===== src/rtl/mem_access_pkg.sv =====
// Shared types and helpers for the load/store front-end.
// Op encodings match the execute-stage memory op field.
package mem_access_pkg;

    typedef enum logic [2:0] {
        OP_LW  = 3'd0,
        OP_LH  = 3'd1,
        OP_LHU = 3'd2,
        OP_LB  = 3'd3,
        OP_LBU = 3'd4,
        OP_SW  = 3'd5,
        OP_SH  = 3'd6,
        OP_SB  = 3'd7
    } mem_op_t;

    typedef enum logic [2:0] {
        S_IDLE,
        S_LOAD,
        S_STORE,
        S_RMW_RD,
        S_RMW_WR,
        S_RESP
    } mas_state_t;

    function automatic logic is_load(input mem_op_t op);
        return op <= OP_LBU;
    endfunction

    function automatic logic [2:0] op_size(input mem_op_t op);
        logic [2:0] sz;
        sz = 3'd4;
        unique case (op)
            OP_LH, OP_LHU, OP_SH: sz = 3'd2;
            OP_LB, OP_LBU, OP_SB: sz = 3'd1;
            default:              sz = 3'd4;
        endcase
        return sz;
    endfunction

endpackage


===== src/rtl/mem_access_unit_lane_align.sv =====
// Byte-lane steering: load extract/extend and sub-word store merge.
// Purely combinational; little-endian lanes.
module lane_align
    import mem_access_pkg::*;
(
    input  logic [31:0] rd_word,
    input  logic [31:0] old_word,
    input  logic [31:0] new_data,
    input  logic [1:0]  offset,
    input  mem_op_t     op,
    output logic [31:0] load_data,
    output logic [31:0] merge_data
);

    logic [15:0] half;
    logic [7:0]  byte_v;

    assign half   = offset[1] ? rd_word[31:16] : rd_word[15:0];
    assign byte_v = rd_word[8*offset +: 8];

    always_comb begin
        load_data = rd_word;
        unique case (op)
            OP_LH:   load_data = {{16{half[15]}}, half};
            OP_LHU:  load_data = {16'd0, half};
            OP_LB:   load_data = {{24{byte_v[7]}}, byte_v};
            OP_LBU:  load_data = {24'd0, byte_v};
            default: load_data = rd_word;
        endcase
    end

    always_comb begin
        merge_data = new_data;
        unique case (op)
            OP_SH: begin
                merge_data = old_word;
                merge_data[16*offset[1] +: 16] = new_data[15:0];
            end
            OP_SB: begin
                merge_data = old_word;
                merge_data[8*offset +: 8] = new_data[7:0];
            end
            default: merge_data = new_data;
        endcase
    end

endmodule


===== src/rtl/mem_access_unit.sv =====
// Load/store front-end: one request at a time, sub-word stores done
// as read-modify-write on a word-wide memory port.
module mem_access_unit
    import mem_access_pkg::*;
#(
    parameter int MEM_WORDS = 256
) (
    input  logic        clk,
    input  logic        rst,
    input  logic        req_valid,
    output logic        req_ready,
    input  logic [2:0]  req_op,
    input  logic [31:0] req_addr,
    input  logic [31:0] req_wdata,
    output logic        resp_valid,
    input  logic        resp_ready,
    output logic [31:0] resp_rdata,
    output logic        resp_err,
    output logic [31:0] mem_addr,
    output logic [31:0] mem_wd,
    output logic        mem_re,
    output logic        mem_we,
    input  logic [31:0] mem_rd
);

    localparam int AW = $clog2(MEM_WORDS);

    mas_state_t    state_q, state_d;
    mem_op_t       op_q, op_d;
    logic [AW+1:0] addr_q, addr_d;
    logic [31:0]   wdata_q, wdata_d;
    logic [31:0]   rdata_q, rdata_d;
    logic          err_q, err_d;
    logic [31:0]   merge_q, merge_d;

    logic [31:0]   load_data;
    logic [31:0]   merge_data;
    logic          bad_req;
    mem_op_t       req_op_e;

    assign req_op_e = mem_op_t'(req_op);

    always_comb begin
        bad_req = (req_addr >> (AW + 2)) != 32'd0;
        if (op_size(req_op_e) == 3'd2 && req_addr[0])
            bad_req = 1'b1;
        if (op_size(req_op_e) == 3'd4 && req_addr[1:0] != 2'b00)
            bad_req = 1'b1;
    end

    lane_align u_lane_align (
        .rd_word    (mem_rd),
        .old_word   (merge_q),
        .new_data   (wdata_q),
        .offset     (addr_q[1:0]),
        .op         (op_q),
        .load_data  (load_data),
        .merge_data (merge_data)
    );

    // Port strobes are gated by rst so a reset cycle never writes memory.
    assign req_ready  = !rst && state_q == S_IDLE;
    assign mem_re     = !rst && (state_q == S_LOAD || state_q == S_RMW_RD);
    assign mem_we     = !rst && (state_q == S_STORE || state_q == S_RMW_WR);
    assign resp_valid = !rst && state_q == S_RESP;
    assign resp_rdata = rdata_q;
    assign resp_err   = err_q;

    always_comb begin
        mem_addr = 32'd0;
        if (mem_re || mem_we)
            mem_addr = {{(32 - AW){1'b0}}, addr_q[AW+1:2]};
    end

    always_comb begin
        mem_wd = 32'd0;
        if (mem_we)
            mem_wd = (state_q == S_STORE) ? wdata_q : merge_data;
    end

    always_comb begin
        state_d = state_q;
        op_d    = op_q;
        addr_d  = addr_q;
        wdata_d = wdata_q;
        rdata_d = rdata_q;
        err_d   = err_q;
        merge_d = merge_q;
        unique case (state_q)
            S_IDLE: begin
                if (req_valid && req_ready) begin
                    op_d    = req_op_e;
                    addr_d  = req_addr[AW+1:0];
                    wdata_d = req_wdata;
                    rdata_d = 32'd0;
                    err_d   = bad_req;
                    if (bad_req)
                        state_d = S_RESP;
                    else if (is_load(req_op_e))
                        state_d = S_LOAD;
                    else if (req_op_e == OP_SW)
                        state_d = S_STORE;
                    else
                        state_d = S_RMW_RD;
                end
            end
            S_LOAD: begin
                rdata_d = load_data;
                state_d = S_RESP;
            end
            S_RMW_RD: begin
                merge_d = mem_rd;
                state_d = S_RMW_WR;
            end
            S_RMW_WR: state_d = S_RESP;
            S_STORE:  state_d = S_RESP;
            S_RESP: begin
                if (resp_ready)
                    state_d = S_IDLE;
            end
            default: state_d = S_IDLE;
        endcase
    end

    always_ff @(posedge clk) begin
        if (rst) begin
            state_q <= S_IDLE;
            op_q    <= OP_LW;
            addr_q  <= '0;
            wdata_q <= 32'd0;
            rdata_q <= 32'd0;
            err_q   <= 1'b0;
            merge_q <= 32'd0;
        end else begin
            state_q <= state_d;
            op_q    <= op_d;
            addr_q  <= addr_d;
            wdata_q <= wdata_d;
            rdata_q <= rdata_d;
            err_q   <= err_d;
            merge_q <= merge_d;
        end
    end

endmodule

===== config.mk =====
export PLATFORM = sky130hd
export DESIGN_NAME = mem_access_unit
export DESIGN_NICKNAME = d
export VERILOG_FILES = /design/src/rtl/mem_access_pkg.sv /design/src/rtl/mem_access_unit_lane_align.sv /design/src/rtl/mem_access_unit.sv
export SDC_FILE = /design/constraint.sdc
export NUM_CORES = 1
export LEC_CHECK = 0
export BUFFER_PORTS_ARGS = -buffer_cell sky130_fd_sc_hd__buf_2
export CORE_AREA = 2 2 113 115
export CTS_CLUSTER_DIAMETER = 100
export DETAILED_ROUTE_END_ITERATION = 7
export DIE_AREA = 0 0 115 117
export HOLD_SLACK_MARGIN = 0.02
export PLACE_DENSITY = 0.8
export SETUP_SLACK_MARGIN = 0.05
export SLEW_MARGIN = 20
export SYNTH_ARGS = -nofsm -noshare
export SYNTH_HDL_FRONTEND = slang
export SYNTH_SLANG_ARGS = --single-unit

===== constraint.sdc =====
create_clock -name clk -period 2.2 [get_ports clk]
set_input_delay 0.11 -clock clk [delete_from_list [all_inputs] [get_ports clk]]
set_output_delay 0.11 -clock clk [all_outputs]
set_load 0.05 [all_outputs]

Word-level counts from Yosys, hierarchy flattened
Index checks and enable logic that the tools add are counted.
Widths: inputs -> output; s select.

storage, ports and cells
  logic and storage cells = 77
  input port bits = 103
  register bits = 113

operators by class
  reductions and logical operators = 21
  shift-type cells = 5
  equal/unequal tests = 22
  $add $sub $neg = 2
  order comparisons = 1
  mux-type cells = 19

operators with widths
  operator                  number
  $pmux 32 s2               2
  $pmux 32 s4               1
  $mux 32                   3
  $neg 5->34                2
  $bwmux 32                 2
  $shift 16x34->32 const A  1
  $shift 8x34->32 const A   1
  $shiftx 16x34->32         1
  $shiftx 8x34->32          1
  $reduce_bool 32->1        1
  $shiftx 32x6->8           1
  $eq 3x3->1 const B        10
  $eq 3x2->1 const B        7
  $mux 16                   1
  $pmux 3 s4                1
  $eq 3x1->1 const B        3
  $mux 3                    3
  $reduce_or 3->1           3
  $mux 8                    1
  $logic_and 1x1->1         7
  $pmux 3 s2                1
  $reduce_and 2->1          3
  $reduce_bool 2->1         2
  $le 3x3->1 const B        1
  7 further kinds           11

Logic depth before layout (Yosys ltp)
Gate-level depths: netlist of run 1.

  word-level depth = 10
  gate-level depth with buffers = 9
  depth with buffers taken out = 7

By module
Synthesis of run 1 repeated with hierarchy kept, for this count alone.

second synthesis, totals
  cell total of the unflattened synthesis = 953
  area total of the unflattened synthesis = 6,946.7 µm²

by module, submodules not included
  module           area each (µm²)  cells each  instances
  mem_access_unit  5,031.1          675         1
  lane_align       1,915.6          278         1

Worst setup path before layout of run 1
OpenSTA, ideal clock, no wires.

  path type = register -> output
  start = register addr_q[0]
  end = output port mem_wd[31]
  path buffers = 2
  setup slack = -0.637 ns
  stages on the path, launching flop included = 10
  data arrival time = 2.727 ns
  cell sequence = dfxtp_1 buf_2 inv_1 ha_1 nor4bb_1 buf_2 nand2_1 o21ai_0 a222oi_1 o21ai_0

on the way
  longest elaborated chain between the ends = 6

ends and longest elaborated chain
  element                                                     line                              RTL
  start: declaration                                          mem_access_unit.sv:30             logic [AW+1:0] addr_q, addr_d;
  start signal: assignment                                    mem_access_unit.sv:137            addr_q <= addr_d;
  $neg 5->34 (*)                                              mem_access_unit_lane_align.sv:41  merge_data[8*offset +: 8] = new_data[7:0];
  $shiftx 8x34->32 / $shift 8x34->32 (equally long branches)  mem_access_unit_lane_align.sv:41
  $bwmux 32 (*)                                               mem_access_unit_lane_align.sv:41
  $pmux 32 s2 (*)                                             mem_access_unit_lane_align.sv:34  unique case (op)
  $mux 32 (*)                                                 mem_access_unit.sv:78             mem_wd = (state_q == S_STORE) ? wdata_q : merge_data;
  $mux 32 (*)                                                 mem_access_unit.sv:77             if (mem_we)
  end: declaration                                            mem_access_unit.sv:20             output logic [31:0] mem_wd,

Every way passes the cells marked *; elsewhere a longest branch is shown, timed or not.

Worst setup path after layout of run 1
Ends and elaborated chain as after synthesis.

==> results of run 1 <==
repair_timing:
item	in CTS	in global routing
endpoints found under the setup margin	40	53
resized for setup	83	52
buffers inserted	7	6
gates cloned	0	0
hold endpoints to repair	85	0
pin swaps	16	28
hold buffers	78	0
synth_stat cells, drive strengths merged, types with 4 or more instances:
library cell	number
a211o	7
clkbuf	15
nor2b	10
a222oi	16
nor3	9
nor4	8
inv	16
buf	64
nor3b	4
mux2i	10
a21oi	65
nand2	217
dfxtp	113
a22oi	23
nand3	49
a22o	9
a32o	7
o21bai	7
o21ai	61
o31ai	4
ha	5
nor2	40
and3	5
final timing paths:
path                            slack (ns)  depth (start not counted)      startpoint        endpoint
worst max register to register        0.18                          7       addr_q[1]  resp_rdata[11]
worst min register to register        0.45                          2  resp_rdata[24]  resp_rdata[24]
worst max-delay path                 -0.47                         10       addr_q[0]      mem_wd[31]
worst min-delay path                  0.08                          2             rst         op_q[2]
flip-flops by register name, indices dropped and copies added (netlist names):
signal,count
merge_q,32
wdata_q,32
state_q,3
addr_q,10
resp_err,1
resp_rdata,32
op_q,3
logic make-up (layout without fill, tap and decap cells):
logic type      count (synthesis)  in the layout  share of synthesized area, %
other cells                     1             24                        0.0623
xor+xnor                        5              5                         0.852
mux                            12             12                          2.04
compound gates                210            210                          23.0
buf+inv                        95            344                          9.08
simple gates                  353            353                          26.4
fa+ha+maj                       5              5                          1.04
flops                         113            113                          37.6
through the flow:
step	hold WS [ns]	setup WS, ns
after floorplan	0.209	-0.00627
after global placement	0.295	0.159
after detailed placement	0.297	0.116
after CTS	0.0601	-0.172
after global routing	0.0779	-0.517
final	0.0763	-0.470
critical path, delay by kind of cell (launching register included):
kind                     cells  cell delay (ns)
AND/OR/NAND/NOR              2             0.21
adder cells (fa/ha/maj)      1             0.16
buffers and inverters        4             0.60
flip-flops                   1             0.36
AO/OA/AOI/OAI                3             0.83
routing by layer:
layer	track usage (%)	up-vias	part of all wire [%]
met2	54.8	580	46
li1	-	3248	-
met3	9.58	212	9.9
met5	0	-	0
met4	21.6	0	8.4
met1	37.2	3434	35
where the power goes:
group	switching (mW)	internal (mW)
clock	0.983	1.82
sequential	0.127	2.18
combinational	1.01	0.492
layout make-up:
class	count	share of cell area, %
clock buffers	20	5.10
clock inverters	11	1.54
inverters	16	0.782
multi-input cells	609	40.4
flip-flops and latches	113	25.4
well taps	150	2.10
repair buffers	297	24.7
==> results.yml, run 1 <==
clocking:
  cts.sinks: 113
  htree_levels: 4
  tritoncts: "built"
  path_clk_slew_ns: 0.05
  clockBufferDepth: 2
  clockRootBuffer: "clkbuf_16"
  cts_buffers: 17
  clock_latency_ns: 0.42
synthesis:
  yosysWarningCount: 0
  yosys.area.top_type: "dfxtp_1"
  synthArstFlopShare_pct: 0
  synthFlopType: "dfxtp_1"
  synth_edf_count: 0
  synth.yosys.seq_area_share_pct: 37.6
  synth_area_leaders: "dfxtp_1 (38%), nand2_1 (13%), a21oi_1 (5.1%)"
  post_synth.cell_area_avg_um2: 7.58
  ys_ff_latch: 113
  yosysTopAreaCellShare_pct: 37.6
  syn-instance-count: 794
  synth_cell_type_count: 65
  syn_area_um2: 6020
run_status:
  status: "finished, violations left"
  violations: "design-rule violations, negative setup slack"
sta:
  min_period_over_period_pct: 121
  report.final.slew_viol_count: 0
  final-hold-violation-count: 0
  rsz0062_at_grt: "true"
  final.setup_skew_ns: 0.0101
  finalSetupTns_ns: -3.72
  max_freq_mhz: 375
  worst_pin_slew_ns: 0.757
  slew_headroom_pct: 49.5
  finalSetupViolations: 29
  layout_min_cycle_time_ns: 2.67
  setup_slack_ns: -0.470
min_path:
  hp-class: "in2reg"
setup_path:
  cpPeakStageDelay_ns: 0.65
  required_ns: 2.09
  cp-end-kind: "primary output"
  crit_arrival_ns: 2.56
  cpMostUsedCell: "buf_6"
  start_kind: "flop"
  critPathMaxFanout: 8
  path_cells: "buf_6 -> ha_4 -> nor4bb_4 -> buf_6 -> buf_4 -> nand2_2 -> o21ai_1 -> a222oi_1 -> o21ai_2 -> buf_6"
  slowest_stage: "a222oi_1"
  worstSetupPathType: "reg2out"
floorplanning:
  start_util_pct: 48.9
  rows: 41
  fp.dieW_um: 115
  dieArea_um2: 13500
  fp.dieH_um: 117
  core_area_um2: 12300
  ioPinCount: 204
place:
  placed_area_um2: 7040
  io_buffer_count: 179
  gp_congestion: 0.908
  dp_cells: 1095
  place_hpwl_mm: 13.6
power:
  p_per_area_nw_per_um2: 738
  power_mw: 6.61
  leakagePower_nw: 3.81
  ir_drop_mv: 0.425
routing:
  drt_iter0_markers: 1073
  vias_per_cell: 6.15
  antenna_left: 0
  vias: 7474
  drc: 1
  wl_per_cell_um: 20.1
  wl_mm: 24.5
  drtPass1Iterations: 8
final_layout:
  layout_commonest_cell: "nand2_1"
  final_nets: 1162
  final_core_util_pct: 72.8
  multi_input_area_um2: 3620
  layout-drive-gt1-share_pct: 32.3
  seqCellArea_um2: 2270
  area_delta_synth_final_pct: 48.8
  nFillCells: 845
  instances_no_fill: 1216
  final_cell_mix: "nand2_1 (210), buf_2 (146), dfxtp_1 (109)"
  final_area_um2: 8960
  antenna_cells: 0
run:
  cap_viol_max_count: 0
grt:
  grt_pass1_vias: 6867
  grt_first_pass_wirelength_mm: 34.5
  globalRoute.totalOverflow: 0
  grt_antenna_before_repair: 0
  grt_max_degree: 51
  track_usage_pct: 33.0
Note: power is estimated with default switching activity, not from simulation.
==> inputs of run 2 (changes only) <==
--- a/config.mk
+++ b/config.mk
@@ -7,6 +7,7 @@
 export LEC_CHECK = 0
 export BUFFER_PORTS_ARGS = -buffer_cell sky130_fd_sc_hd__buf_2
 export CORE_AREA = 2 2 113 115
+export CTS_BUF_LIST = sky130_fd_sc_hd__clkbuf_8
 export CTS_CLUSTER_DIAMETER = 100
 export DETAILED_ROUTE_END_ITERATION = 7
 export DIE_AREA = 0 0 115 117
==> run 2 against run 1 <==
The flow finishes with violations (negative setup slack). Routed wire length is 8.3% lower. Worst setup slack better by 0.27 ns. Sequential cell count is the same. Final cell count unchanged. Sequential share of layout area increased by 0.77 points. Fmax is 11% higher. Global-route usage decreased by 1.1 points. First-iteration DRC count is 11% lower. Sequential power about the same. Power down 12%. Combinational power hardly changed. Clock power shrank 28%. Largest power group is now sequential cells.
==> results.yml, run 2 (synthesis results as in run 1) <==
setup_path:
  required_ns: 2.09
  cp-end-kind: "primary output"
  ff2ff_path_depth: 7
  critPathMaxFanout: 8
  crit_arrival_ns: 2.29
  worstSetupPathType: "reg2out"
  start_kind: "flop"
grt:
  grt_max_degree: 51
  globalRoute.totalOverflow: 0
  grt_first_pass_wirelength_mm: 33.5
  grt_busiest_layer: "met2"
  track_usage_pct: 31.9
  met3_usage_pct: 7.31
  use_met2_pct: 53.9
  gr-usage-met1_pct: 37.0
  grt_pass1_vias: 6810
  grt_antenna_before_repair: 0
power:
  p_sw_mw: 1.97
  ir_drop_mv: 0.292
  p_sw_share_pct: 34.0
  combPwrFrac_pct: 25.4
  p_clk_share_pct: 35.0
  leakagePower_nw: 3.73
  p_per_area_nw_per_um2: 667
  seqPwrFrac_pct: 39.5
  intPower_mw: 3.83
final_layout:
  instances_no_fill: 1216
  antenna_cells: 0
  layout-drive-gt1-share_pct: 30.2
  final_area_um2: 8700
  nFillCells: 895
  final_cell_mix: "nand2_1 (213), buf_2 (141), dfxtp_1 (108)"
  final_nets: 1162
  layout_commonest_cell: "nand2_1"
  area_delta_synth_final_pct: 44.5
clocking:
  cts.sinks: 113
  htree_levels: 4
  clockRootBuffer: "clkbuf_8"
  clockBufferDepth: 2
  cts_buffers: 17
  path_clk_slew_ns: 0.06
  tritoncts: "built"
  clock_latency_ns: 0.44
sta:
  finalSetupTns_ns: -1.67
  slew_headroom_pct: 23.3
  final-hold-violation-count: 0
  report.final.slew_viol_count: 0
  min_period_over_period_pct: 109
  whs_ns: 0.0390
  rsz0062_at_grt: "true"
  final.setup_skew_ns: 0.0115
  finalSetupViolations: 18
  worst_pin_slew_ns: 1.15
  layout_min_cycle_time_ns: 2.40
  max_freq_mhz: 417
  setup_slack_ns: -0.198
floorplanning:
  fp.dieH_um: 117
  ioPinCount: 204
  fp.dieW_um: 115
  core_area_um2: 12300
  start_util_pct: 48.9
  dieArea_um2: 13500
  rows: 41
place:
  pre_cts_ws_ns: 0.116
  place_hpwl_mm: 13.6
  dp_cells: 1095
  gp_congestion: 0.908
  io_buffer_count: 179
  placed_area_um2: 7040
routing:
  drc: 0
  antenna_left: 0
  drtPass1Iterations: 8
  drt_iter0_markers: 952
  vias: 7180
  vias_per_cell: 5.90
  wl_per_cell_um: 18.5
  wl_mm: 22.5
min_path:
  holdPathStages: 2
  hp-class: "in2reg"
run_status:
  violations: "negative setup slack"
  status: "finished, violations left"
run:
  cap_viol_max_count: 0
-- run 2: power by group through the flow --
stage | clock, mW | sequential [mW] | combinational [mW]
floorplan | 0 | 2.50 | 0.743
global placement | 0 | 2.32 | 1.24
detailed placement | 0 | 2.32 | 1.25
CTS | 2.03 | 2.28 | 1.41
global route | 2.14 | 2.30 | 1.56
finish | 2.03 | 2.30 | 1.48
-- run 2: what timing repair did --
action | CTS | global route
gates cloned | 0 | 0
hold endpoints to repair | 87 | 0
pin swaps | 16 | 11
endpoints found under the setup margin | 40 | 56
hold buffers | 78 | 0
gates resized for setup | 85 | 37
buffers inserted | 12 | 2
-- run 2: cell type report --
class | count | area, um2 | area share, %
clock buffers | 19 | 262 | 3.01
flip-flops and latches | 113 | 2280 | 26.2
well taps | 150 | 188 | 2.16
inverters | 16 | 70.1 | 0.806
clock inverters | 12 | 141 | 1.63
multi-input cells | 609 | 3530 | 40.6
repair buffers | 297 | 2230 | 25.7
-- run 2: stage by stage --
stage / power, mW / utilization (%)
5_1_grt: 6.01 / 70.7
6_report: 5.81 / 70.7
3_5_place_dp: 3.57 / 57.2
4_1_cts: 5.72 / 69.6
2_1_floorplan: 3.25 / -
3_3_place_gp: 3.56 / 57.2
-- run 2: metal layers --
metal	part of all wire [%]	wire, um	up-vias
met4	6.7	1510	0
met5	0	0	-
met3	10	2260	141
li1	-	-	3251
met1	36	8130	3257
met2	47	10600	531
-- run 2: critical path, cell delays in order, from the launching register on --
cell and delay, ns:
dfxtp_4 0.36, buf_6 0.14, ha_4 0.16, nor4bb_4 0.16
buf_6 0.14, nand2_1 0.10, o21ai_1 0.08, a222oi_1 0.46
o21ai_2 0.10, buf_6 0.17
-- run 2: path summary, 6_finish.rpt --
path / from / endpoint / slack (ns)
max: addr_q[1] / mem_wd[31] / -0.20
min: rst / op_q[2] / 0.04
max reg2reg: addr_q[1] / resp_rdata[30] / 0.14
min reg2reg: resp_rdata[18] / resp_rdata[18] / 0.45
==> inputs of run 3 (changes only) <==
--- a/config.mk
+++ b/config.mk
@@ -6,15 +6,16 @@
 export NUM_CORES = 1
 export LEC_CHECK = 0
 export BUFFER_PORTS_ARGS = -buffer_cell sky130_fd_sc_hd__buf_2
-export CORE_AREA = 2 2 113 115
+export CORE_AREA = 2 2 121 123
 export CTS_BUF_LIST = sky130_fd_sc_hd__clkbuf_8
 export CTS_CLUSTER_DIAMETER = 100
 export DETAILED_ROUTE_END_ITERATION = 7
-export DIE_AREA = 0 0 115 117
+export DIE_AREA = 0 0 123 125
 export HOLD_SLACK_MARGIN = 0.02
-export PLACE_DENSITY = 0.8
+export PLACE_DENSITY = 0.78
 export SETUP_SLACK_MARGIN = 0.05
 export SLEW_MARGIN = 20
 export SYNTH_ARGS = -nofsm -noshare
 export SYNTH_HDL_FRONTEND = slang
+export SYNTH_HIERARCHICAL = 1
 export SYNTH_SLANG_ARGS = --single-unit
==> run 3 against run 2 <==
The run still ends with negative setup slack left. Fmax decreased by 10%. Final cell count rose by 15%. Clock power grew 8%. Combinational power grew 21%. Synthesized cell count increased by 20%. Largest power group unchanged. Highest routed layer unchanged.
==> results.yml, run 3 <==
synthesis:
  synth-simple-area-share_pct: 26.0
  synth-xor-area-share_pct: 0.612
  ys_ff_latch: 113
  syn-instance-count: 953
  synthArstFlopShare_pct: 0
  synth_edf_count: 0
  synthAdderAreaFrac_pct: 1.04
  synth.area.mux_share_pct: 2.65
  yosys.area.top_type: "dfxtp_1"
  syn_area_um2: 6950
  yosysWarningCount: 6
  synth_area_leaders: "dfxtp_1 (33%), nand2_1 (16%), a21oi_1 (5.2%)"
  synth.yosys.seq_area_share_pct: 32.6
  synth-compound-area-share_pct: 27.7
  synth_top_family_by_area: "compound AO/OA/AOI/OAI gates"
  synth_cell_type_count: 59
  synthFlopType: "dfxtp_1"
  synth.most_common_cell: "nand2_1"
  post_synth.cell_area_avg_um2: 7.29
  synth_common_cells: "nand2_1 (288), dfxtp_1 (113), a21oi_1 (72)"
  yosysTopAreaCellShare_pct: 32.6
grt:
  grt_max_degree: 73
  grt_first_pass_wirelength_mm: 39.4
  grt_pass1_vias: 7913
  track_usage_pct: 32.5
  grt_antenna_before_repair: 0
  globalRoute.totalOverflow: 0
power:
  intPower_mw: 4.08
  seqPwrFrac_pct: 36.8
  power_mw: 6.32
  p_clk_share_pct: 34.8
  leakagePower_nw: 4.07
  ir_drop_mv: 0.364
  p_sw_share_pct: 35.4
  p_sw_mw: 2.24
  p_per_area_nw_per_um2: 627
  combPwrFrac_pct: 28.4
setup_path:
  path_cells: "buf_4 -> ha_2 -> nor4bb_4 -> buf_6 -> nand2_1 -> a311oi_1 -> a21o_1 -> nand2_1 -> a21oi_4 -> buf_6"
  cp-end-kind: "primary output"
  critical-path-top-delay-family: "compound AO/OA/AOI/OAI gates"
  crit_arrival_ns: 2.57
  worstSetupPathType: "reg2out"
  cpPeakStageDelay_ns: 0.39
  slowest_stage: "dfxtp_4"
  path_buf_inv: 3
  critPathMaxFanout: 8
  required_ns: 2.09
  rrSetupSlack_ns: 0.12
  start_kind: "flop"
sta:
  final-hold-violation-count: 0
  layout_min_cycle_time_ns: 2.68
  rsz0062_at_grt: "true"
  report.final.slew_viol_count: 0
  worst_pin_slew_ns: 0.676
  whs_ns: 0.0443
  finalSetupViolations: 32
  setup_slack_ns: -0.478
  min_period_over_period_pct: 122
  final.setup_skew_ns: 0.0101
  max_freq_mhz: 373
  slew_headroom_pct: 55.0
routing:
  vias_per_cell: 5.90
  wl_mm: 25.9
  drc: 0
  antenna_left: 0
  vias: 8253
  wl_per_cell_um: 18.5
  drtPass1Iterations: 7
  drt_iter0_markers: 1124
final_layout:
  seqCellArea_um2: 2280
  multi_input_area_um2: 4700
  layout-drive-gt1-share_pct: 30.6
  antenna_cells: 0
  nFillCells: 1062
  layout_commonest_cell: "nand2_1"
  final_nets: 1309
  instances_no_fill: 1398
  area_delta_synth_final_pct: 45.2
  final_cell_mix: "nand2_1 (277), buf_2 (146), dfxtp_1 (106)"
floorplanning:
  rows: 44
  start_util_pct: 48.9
  ioPinCount: 204
  fp.dieW_um: 123
  fp.dieH_um: 125
  dieArea_um2: 15400
  core_area_um2: 14200
place:
  io_buffer_count: 179
  dp_cells: 1272
  place_hpwl_mm: 15.4
  gp_congestion: 0.933
clocking:
  clockBufferDepth: 2
  cts_buffers: 17
  cts.sinks: 113
  tritoncts: "built"
  path_clk_slew_ns: 0.07
  clockRootBuffer: "clkbuf_8"
  clock_latency_ns: 0.46
  htree_levels: 4
run_status:
  violations: "negative setup slack"
  status: "finished, violations left"
min_path:
  hp-class: "in2reg"
run:
  cap_viol_max_count: 0
run 3: cell count changes after synthesis, moves of 23 or more:
cell,before,now
a22oi_1,23,0
nand3_1,48,3
nand2_1,214,288
a21o_1,2,33
a2bb2oi_1,1,24
run 3: metrics by stage:
step	utilization [%]	setup slack (ns)	setup TNS (ns)	cell area, um2
2_1_floorplan	-	-0.00382	-0.0147	7410
3_3_place_gp	58.0	-0.0479	-0.289	8240
3_5_place_dp	58.0	-0.100	-0.881	8240
4_1_cts	69.7	-0.414	-9.43	9890
5_1_grt	71.0	-0.605	-13.05	10100
6_report	71.0	-0.478	-10.62	10100
run 3: path summary, 6_finish.rpt:
check,start,to,depth (start not counted)
worst max-delay path,addr_q[1],mem_wd[22],10
worst max register to register,addr_q[1],resp_rdata[25],8
worst min-delay path,req_valid,state_q[2],3
worst min register to register,merge_q[0],merge_q[0],2
run 3: power by group through the flow:
stage | registers [mW] | logic (mW) | clock network (mW)
floorplan | 2.51 | 1.01 | 0
global placement | 2.35 | 1.50 | 0
detailed placement | 2.35 | 1.52 | 0
CTS | 2.31 | 1.69 | 2.21
global route | 2.34 | 1.90 | 2.29
finish | 2.33 | 1.79 | 2.20
run 3: layer usage:
layer  GRT usage, %  vias to the layer above  share of wire [%]
met5              0                        -                  0
li1               -                     3739                  -
met2           52.3                      601                 47
met4           18.8                        0                6.4
met3           7.39                      180                9.4
met1           39.5                     3733                 37
run 3: logic make-up after synthesis:
kind of cell             Yosys count
AND/OR/NAND/NOR                  415
adder cells (fa/ha/maj)            6
flip-flops                       113
AO/OA/AOI/OAI                    278
XOR/XNOR                           4
buffers and inverters            119
multiplexers                      17
other                              1
run 3: timing repair:
item,in CTS,in global routing
gates resized for setup,101,34
setup endpoints to repair,40,40
hold buffers,80,0
setup buffers,9,6
endpoints found under the hold margin,79,0
gates cloned,0,0
pin swaps,23,13
run 3: worst register-to-register path, cell delays in order, from the launching register on:
cell and delay (ns):
dfxtp_4 0.39, buf_4 0.15, buf_4 0.34, mux4_2 0.40
nand3_2 0.12, o21ai_4 0.14, a21o_1 0.21, a2bb2oi_1 0.16
nor2_1 0.06
run 3: final cells by class:
class | count | share of cell area, %
clock inverters | 15 | 2.06
clock buffers | 17 | 2.32
flip-flops and latches | 113 | 22.6
inverters | 15 | 0.658
repair buffers | 310 | 23.4
well taps | 184 | 2.28
multi-input cells | 744 | 46.6
